--- config.mk ---
export PLATFORM = sky130hd
export DESIGN_NAME = cache_refill_ctrl
export DESIGN_NICKNAME = d
export VERILOG_FILES = /design/src/rtl/cache_refill_ctrl_pkg.sv /design/src/rtl/cache_refill_ctrl.sv
export SDC_FILE = /design/constraint.sdc
export NUM_CORES = 1
export LEC_CHECK = 0
export ABC_AREA = 1
export CAP_MARGIN = 20
export CORE_AREA = 5 5 450 452
export CTS_CLUSTER_DIAMETER = 120
export DETAILED_ROUTE_END_ITERATION = 6
export DIE_AREA = 0 0 455 457
export HOLD_SLACK_MARGIN = 0.08
export RECOVER_POWER = 25
export SYNTH_ARGS = -nofsm -noshare
export SYNTH_HDL_FRONTEND = slang
export SYNTH_SLANG_ARGS = --single-unit
--- constraint.sdc ---
create_clock -name clk -period 1.8 [get_ports clk]
set_clock_uncertainty 0.15 [all_clocks]
set_input_delay 0.27 -clock clk [delete_from_list [all_inputs] [get_ports clk]]
set_output_delay 0.27 -clock clk [all_outputs]
set_load 0.02 [all_outputs]
--- src/rtl/cache_refill_ctrl_pkg.sv ---
// Shared types and sizes for the cache line refill controller.
// Exports: refill_state_t, refill_req_t, geometry params, way_onehot().
package cache_types;

    localparam int ADDR_W   = 32;
    localparam int TAG_W    = 23;
    localparam int SET_W    = 4;
    localparam int OFFSET_W = 5;
    localparam int LINE_W   = 256;
    localparam int WAYS     = 4;
    localparam int WAY_W    = 2;
    localparam int VTAG_W   = TAG_W + 1;

    typedef enum logic [2:0] {
        IDLE,
        WB,
        RD,
        FILL,
        DONE
    } refill_state_t;

    typedef struct packed {
        logic [ADDR_W-1:0] addr;
        logic [WAY_W-1:0]  way;
        logic              valid;
        logic [VTAG_W-1:0] tag;
        logic [LINE_W-1:0] data;
    } refill_req_t;

    function automatic logic [WAYS-1:0] way_onehot(input logic [WAY_W-1:0] w);
        logic [WAYS-1:0] oh;
        oh    = '0;
        oh[w] = 1'b1;
        return oh;
    endfunction

endpackage

--- src/rtl/cache_refill_ctrl.sv ---
// Miss refill controller: optional dirty write-back, line read, array fill.
// Ports: clk/rst (sync, active-high); miss_* and victim_* request inputs;
// dfp_* memory port (read/write/resp); arr_* array write; refill_done; busy.
module cache_refill_ctrl
    import cache_types::*;
(
    input  logic                clk,
    input  logic                rst,
    input  logic                miss_req,
    input  logic [ADDR_W-1:0]   miss_addr,
    input  logic [WAY_W-1:0]    victim_way,
    input  logic                victim_valid,
    input  logic [VTAG_W-1:0]   victim_tag,
    input  logic [LINE_W-1:0]   victim_data,
    output logic [ADDR_W-1:0]   dfp_addr,
    output logic                dfp_read,
    output logic                dfp_write,
    output logic [LINE_W-1:0]   dfp_wdata,
    input  logic [LINE_W-1:0]   dfp_rdata,
    input  logic                dfp_resp,
    output logic [WAYS-1:0]     arr_we,
    output logic [SET_W-1:0]    arr_set,
    output logic [VTAG_W-1:0]   arr_tag,
    output logic [LINE_W-1:0]   arr_data,
    output logic                arr_valid,
    output logic                refill_done,
    output logic                busy
);

    refill_state_t     state;
    refill_state_t     state_next;
    refill_req_t       req;
    logic [LINE_W-1:0] line;

    logic [SET_W-1:0]  req_set;
    logic [TAG_W-1:0]  req_tag;
    logic              victim_dirty;

    assign req_set      = req.addr[OFFSET_W +: SET_W];
    assign req_tag      = req.addr[ADDR_W-1 -: TAG_W];
    assign victim_dirty = victim_valid & victim_tag[VTAG_W-1];

    always_ff @(posedge clk) begin
        if (rst) begin
            state <= IDLE;
            req   <= '0;
            line  <= '0;
        end else begin
            state <= state_next;
            if (state == IDLE && miss_req) begin
                req.addr  <= miss_addr;
                req.way   <= victim_way;
                req.valid <= victim_valid;
                req.tag   <= victim_tag;
                req.data  <= victim_data;
            end
            if (state == RD && dfp_resp) begin
                line <= dfp_rdata;
            end
        end
    end

    always_comb begin
        state_next = state;
        unique case (state)
            IDLE: begin
                if (miss_req) begin
                    state_next = victim_dirty ? WB : RD;
                end
            end
            WB:      if (dfp_resp) state_next = RD;
            RD:      if (dfp_resp) state_next = FILL;
            FILL:    state_next = DONE;
            DONE:    state_next = IDLE;
            default: state_next = IDLE;
        endcase
    end

    // Outputs are forced low while rst is high, even before the
    // state register has been cleared by the first reset edge.
    always_comb begin
        dfp_addr    = '0;
        dfp_read    = 1'b0;
        dfp_write   = 1'b0;
        dfp_wdata   = '0;
        arr_we      = '0;
        arr_set     = '0;
        arr_tag     = '0;
        arr_data    = '0;
        arr_valid   = 1'b0;
        refill_done = 1'b0;
        busy        = 1'b0;
        if (!rst) begin
            busy = (state != IDLE);
            unique case (state)
                WB: begin
                    dfp_write = 1'b1;
                    dfp_addr  = {req.tag[TAG_W-1:0], req_set,
                                 {OFFSET_W{1'b0}}};
                    dfp_wdata = req.data;
                end
                RD: begin
                    dfp_read = 1'b1;
                    dfp_addr = {req.addr[ADDR_W-1:OFFSET_W],
                                {OFFSET_W{1'b0}}};
                end
                FILL: begin
                    arr_we    = way_onehot(req.way);
                    arr_set   = req_set;
                    arr_tag   = {1'b0, req_tag};
                    arr_data  = line;
                    arr_valid = 1'b1;
                end
                DONE:    refill_done = 1'b1;
                default: ;
            endcase
        end
    end

endmodule

Word level (Yosys, flattened, before mapping)
Index checks and enable logic that the tools add are counted.

storage, ports and cells
  register bits = 572

cells by class
  $lt $le $gt $ge = 2
  equal/unequal tests = 7
  multiplexer cells = 28
  bitwise operators = 1
  reductions and logical operators = 6

operators by type and width
  cell                                                        number
  two-way mux 256 bit                                         4
  one-hot mux 32 bit (2 select lines)                         1
  two-way mux 23 bit                                          2
  two-way mux 32 bit                                          1
  two-way mux 4 bit                                           4
  one-hot mux 3 bit (4 select lines)                          1
  two-way mux 1 bit                                           10
  two-way mux 3 bit                                           3
  equality test 3 x 2 -> 1 bit, second input constant         2
  inequality test 2 bit, second input constant                3
  equality test 3 x 1 -> 1 bit, second input constant         1
  equality test 3 bit, second input constant                  1
  logical AND 1 bit                                           3
  logical NOT 3 bit                                           1
  less-than comparator 2 x 3 -> 1 bit, second input constant  1
  AND reduction 3 bit                                         1
  nonzero test 3 bit                                          1
  demux 1 bit (select 2 bit)                                  1
  >= comparator 2 x 1 -> 1 bit, second input constant         1
  two-way mux 2 bit                                           1
  AND 1 bit                                                   1

Logic depth before layout (Yosys ltp)
  depth after elaboration = 6
  mapped depth = 8
  depth with buffers taken out = 7

Worst setup path before layout
Ideal clock, no wire load.

  kind = register to output
  from = reg state[0]
  to = out arr_we[0]
  arrival = 1.399 ns
  data required time = 1.380 ns
  setup slack = -0.019 ns
  cell stages (with the launch flop) = 7
  buffers on the path = 2
  cell sequence = dfxtp_1 -> inv_1 -> nor2_2 -> nand3_1 -> buf_2 -> buf_2 -> nor3_1

between the ends
  longest elaborated chain between the ends = 3

RTL lines
  what                          RTL line                 text
  start, declared               cache_refill_ctrl.sv:30  refill_state_t state;
  start signal, assigned        cache_refill_ctrl.sv:49  state <= state_next;
  equality test 3 x 2 -> 1 bit  cache_refill_ctrl.sv:95  unique case (state)
  two-way mux 4 bit             cache_refill_ctrl.sv:95
  two-way mux 4 bit             cache_refill_ctrl.sv:93  if (!rst) begin
  end, declared                 cache_refill_ctrl.sv:21  output logic [WAYS-1:0] arr_we,

Every way passes these cells.

Worst setup path after layout
  from = reg state[0]
  to = out dfp_wdata[34]

between the ends
  longest elaborated chain between the ends = 3

RTL lines
  what                          RTL line                 text
  equality test 3 x 1 -> 1 bit  cache_refill_ctrl.sv:95
  two-way mux 256 bit           cache_refill_ctrl.sv:95
  two-way mux 256 bit           cache_refill_ctrl.sv:93
  end, declared                 cache_refill_ctrl.sv:18  output logic [LINE_W-1:0] dfp_wdata,

Every way passes these cells.

==> run_results.csv <==
group,metric,value,unit
synthesis,synth-edff-count,0,
timing,final_max_slew_viol_count,0,
cts,numClockSinks,567,
final_layout,stdcell_count,7440,
synthesis,ys_seq_elements,567,
power,vdd_ir_drop_max,0.000611,V
route,ant_nets,0,
route,wl_per_cell,18.2,um
synthesis,synthesis.area,22900,sq um
floorplan,dieHeight,457,um
synthesis,synth_area_per_cell,7.32,sq um
floorplan,initial_core_util,11.6,%
timing,setup_tns,-540.77,ns
floorplan,core-area,198000,sq um
cts,clk_latency,0.64,ns
place,place_hpwl,105,mm
synthesis,synth.distinct_cells,22,
route,drc_errors,0,
flow_run,max-cap-violations,0,
power,p_leak,18.2,nW
route,vias,27200,
route,drtIter0Drc,1884,
place,gp_congestion,0.929,
timing,rsz0062_at_grt,"yes",
timing,worst_pin_slew,1.06,ns
status,outcome,"complete, but fails checks",
cts,ctsHtreeMaxLevel,3,
synthesis,synth_top_area_cell,"dfxtp_1",
final_layout,fin_nets,5290,
synthesis,synthFlopType,"dfxtp_1",
global_route,grt_max_degree,182,
worst_setup_path,required,1.38,ns
min_path,min_path_type,"input port to flip-flop",
synthesis,synth.top_cell.area_share,49.5,%
cts,cts_tree,"built",
place,dpl_cell_area,39100,sq um
synthesis,synthTopCellsByArea,"dfxtp_1 50%, a21oi_1 12%, o21ai_0 11%, inv_1 9.4%, nor2_1 8.9%",
synthesis,synth.most_common_cell,"inv_1",
global_route,grt_pass1_vias,27200,
synthesis,syn_inst,3131,
timing,setup_viol,1080,
worst_setup_path,cp_max_fo,9,
worst_setup_path,worstSetupPathType,"flip-flop to output port",
synthesis,yosysWarnings,0,
timing,fin_crit_sh,154,%
floorplan,die_w,455,um
final_layout,fin_area,46000,sq um
worst_setup_path,end_kind,"output port",
floorplan,die_area,208000,sq um
timing,finalHoldViolCount,0,
final_layout,final_util,23.2,%
synthesis,synth_common_cells,"575 x inv_1, 567 x dfxtp_1, 565 x a21oi_1",
timing,min_period,2.77,ns
global_route,grt_overflow,0,
power,total_power,0.0494,W
worst_setup_path,critical_path_arrival,2.35,ns
power,cellPowerDensity,1070,nW/um^2
timing,max_slew_margin,29.4,%
route,dr.pass1.iters,7,
place,dp.cells,6879,
final_layout,drive_gt1_share,16.9,%
status,violations,"negative setup slack",
floorplan,ios,1156,
floorplan,std_cell_rows,164,
final_layout,num-fill-cells,21500,
synthesis,seq_area_frac_synth,49.5,%
cts,clkTransAtPathRegs,0.06,ns
global_route,gr-usage-all-layers,12.1,%
final_layout,areaGrowthSynthToFinish,101,%
route,vias_per_cell,3.65,
cts,cts-root-buf,"clkbuf_16",
timing,fin_ws,-0.975,ns
cts,cts_buffers,73,
place,portBuffers,1144,
worst_setup_path,critPathLaunchType,"flip-flop",
synthesis,synthArstFlopShare,0,%
route,wl,135,mm
timing,max_freq,360,MHz
global_route,grt_pass1_wl,186,mm
global_route,grt_antenna_before_repair,42,
cts,ctsLongestPathBuffers,3,
==> worst max-delay path, stage by stage (launching register included) <==
cell	delay [ns]
dfxtp_2	0.33
inv_2	0.05
nor2_4	0.17
nand3_4	0.10
buf_12	0.16
buf_12	0.14
buf_16	0.14
buf_8	0.13
nor2_1	0.10
dlygate4sd2_1	0.36
==> where the power goes <==
part           total, W  internal (W)  leakage, nW  switching (W)
Sequential       0.0169        0.0160         4.66       0.000852
Clock            0.0150       0.00901         1.21        0.00602
Combinational    0.0175       0.00723         12.4         0.0103
==> sequential cells by signal (all words and copies together) (netlist names) <==
signal  flops
line      256
req       308
state       3
==> metrics by stage <==
step / hold WS, ns / setup WS (ns)
after floorplan: 0.279 / -0.0194
after global placement: 0.288 / -1.02
after detailed placement: 0.293 / -1.02
after CTS: 0.0806 / -1.08
after global routing: 0.117 / -1.11
final: 0.168 / -0.975
==> worst paths after layout <==
| check | from | endpoint | slack (ns) | cells after the start |
|---|---|---|---|---|
| setup / recovery | state[0] | dfp_wdata[34] | -0.97 | 9 |
| hold / removal | dfp_rdata[78] | line[78] | 0.17 | 3 |
| setup reg to reg | state[1] | req[23] | -0.37 | 9 |
| hold reg to reg | line[98] | line[98] | 0.30 | 2 |
==> cells in the final DEF, fill, tap and decap left out, types with 6 or more instances in the layout <==
cell type	Yosys	routed
clkbuf_1	106	13
dfxtp_1	567	564
nand2_1	9	7
o22ai_1	23	20
o21ai_1	61	61
clkbuf_2	0	64
clkbuf_8	0	20
conb_1	1	6
o21ai_0	503	503
buf_6	31	59
clkinv_2	1	9
buf_12	0	132
clkdlybuf4s15_2	0	18
clkbuf_16	0	79
nor3_1	9	7
inv_1	575	575
dlygate4sd2_1	0	241
nor2_1	542	432
buf_4	17	263
nand3_1	8	6
a21oi_1	565	565
buf_8	0	8
nor2_4	1	51
clkdlybuf4s50_1	0	574
diode_2	0	10
dlygate4sd3_1	0	390
nor2_2	3	63
==> final cells by class <==
class	instances	area [sq um]	share of cell area (%)
Clock buffer	107	2180	4.73
Clock inverter	27	303	0.658
Inverter	578	2190	4.75
Antenna cell	10	25.0	0.0544
Multi-Input combinational cell	1733	8630	18.8
Timing Repair Buffer	1762	18000	39.1
Tap cell	2656	3320	7.23
Sequential cell	567	11400	24.7
==> what timing repair did <==
item | 4_1_cts | 5_1_grt
resized for setup | 794 | 557
cloned | 5 | 5
setup endpoints to repair | 1058 | 1100
setup buffers | 3 | 14
hold endpoints to repair | 390 | 0
hold buffers | 390 | 0
pin swaps | 2 | 1
==> cell families (layout without fill, tap and decap cells) <==
group	Yosys count	count (layout)	synth area share (%)
AO/OA/AOI/OAI	1153	1153	25.3
buffers and inverters	836	2474	15.5
flip-flops	567	567	49.5
other	1	16	0.0164
AND/OR/NAND/NOR	574	574	9.62
==> per-layer routing <==
layer / vias up / part of all wire [%] / global-route usage [%]
met3: 221 / 8.0 / 3.22
met4: 12 / 3.6 / 4.15
met5: - / 0.057 / 0
li1: 13000 / - / -
met1: 12700 / 39 / 13.8
met2: 1155 / 50 / 21.6
(Power assumes the default switching activity.)
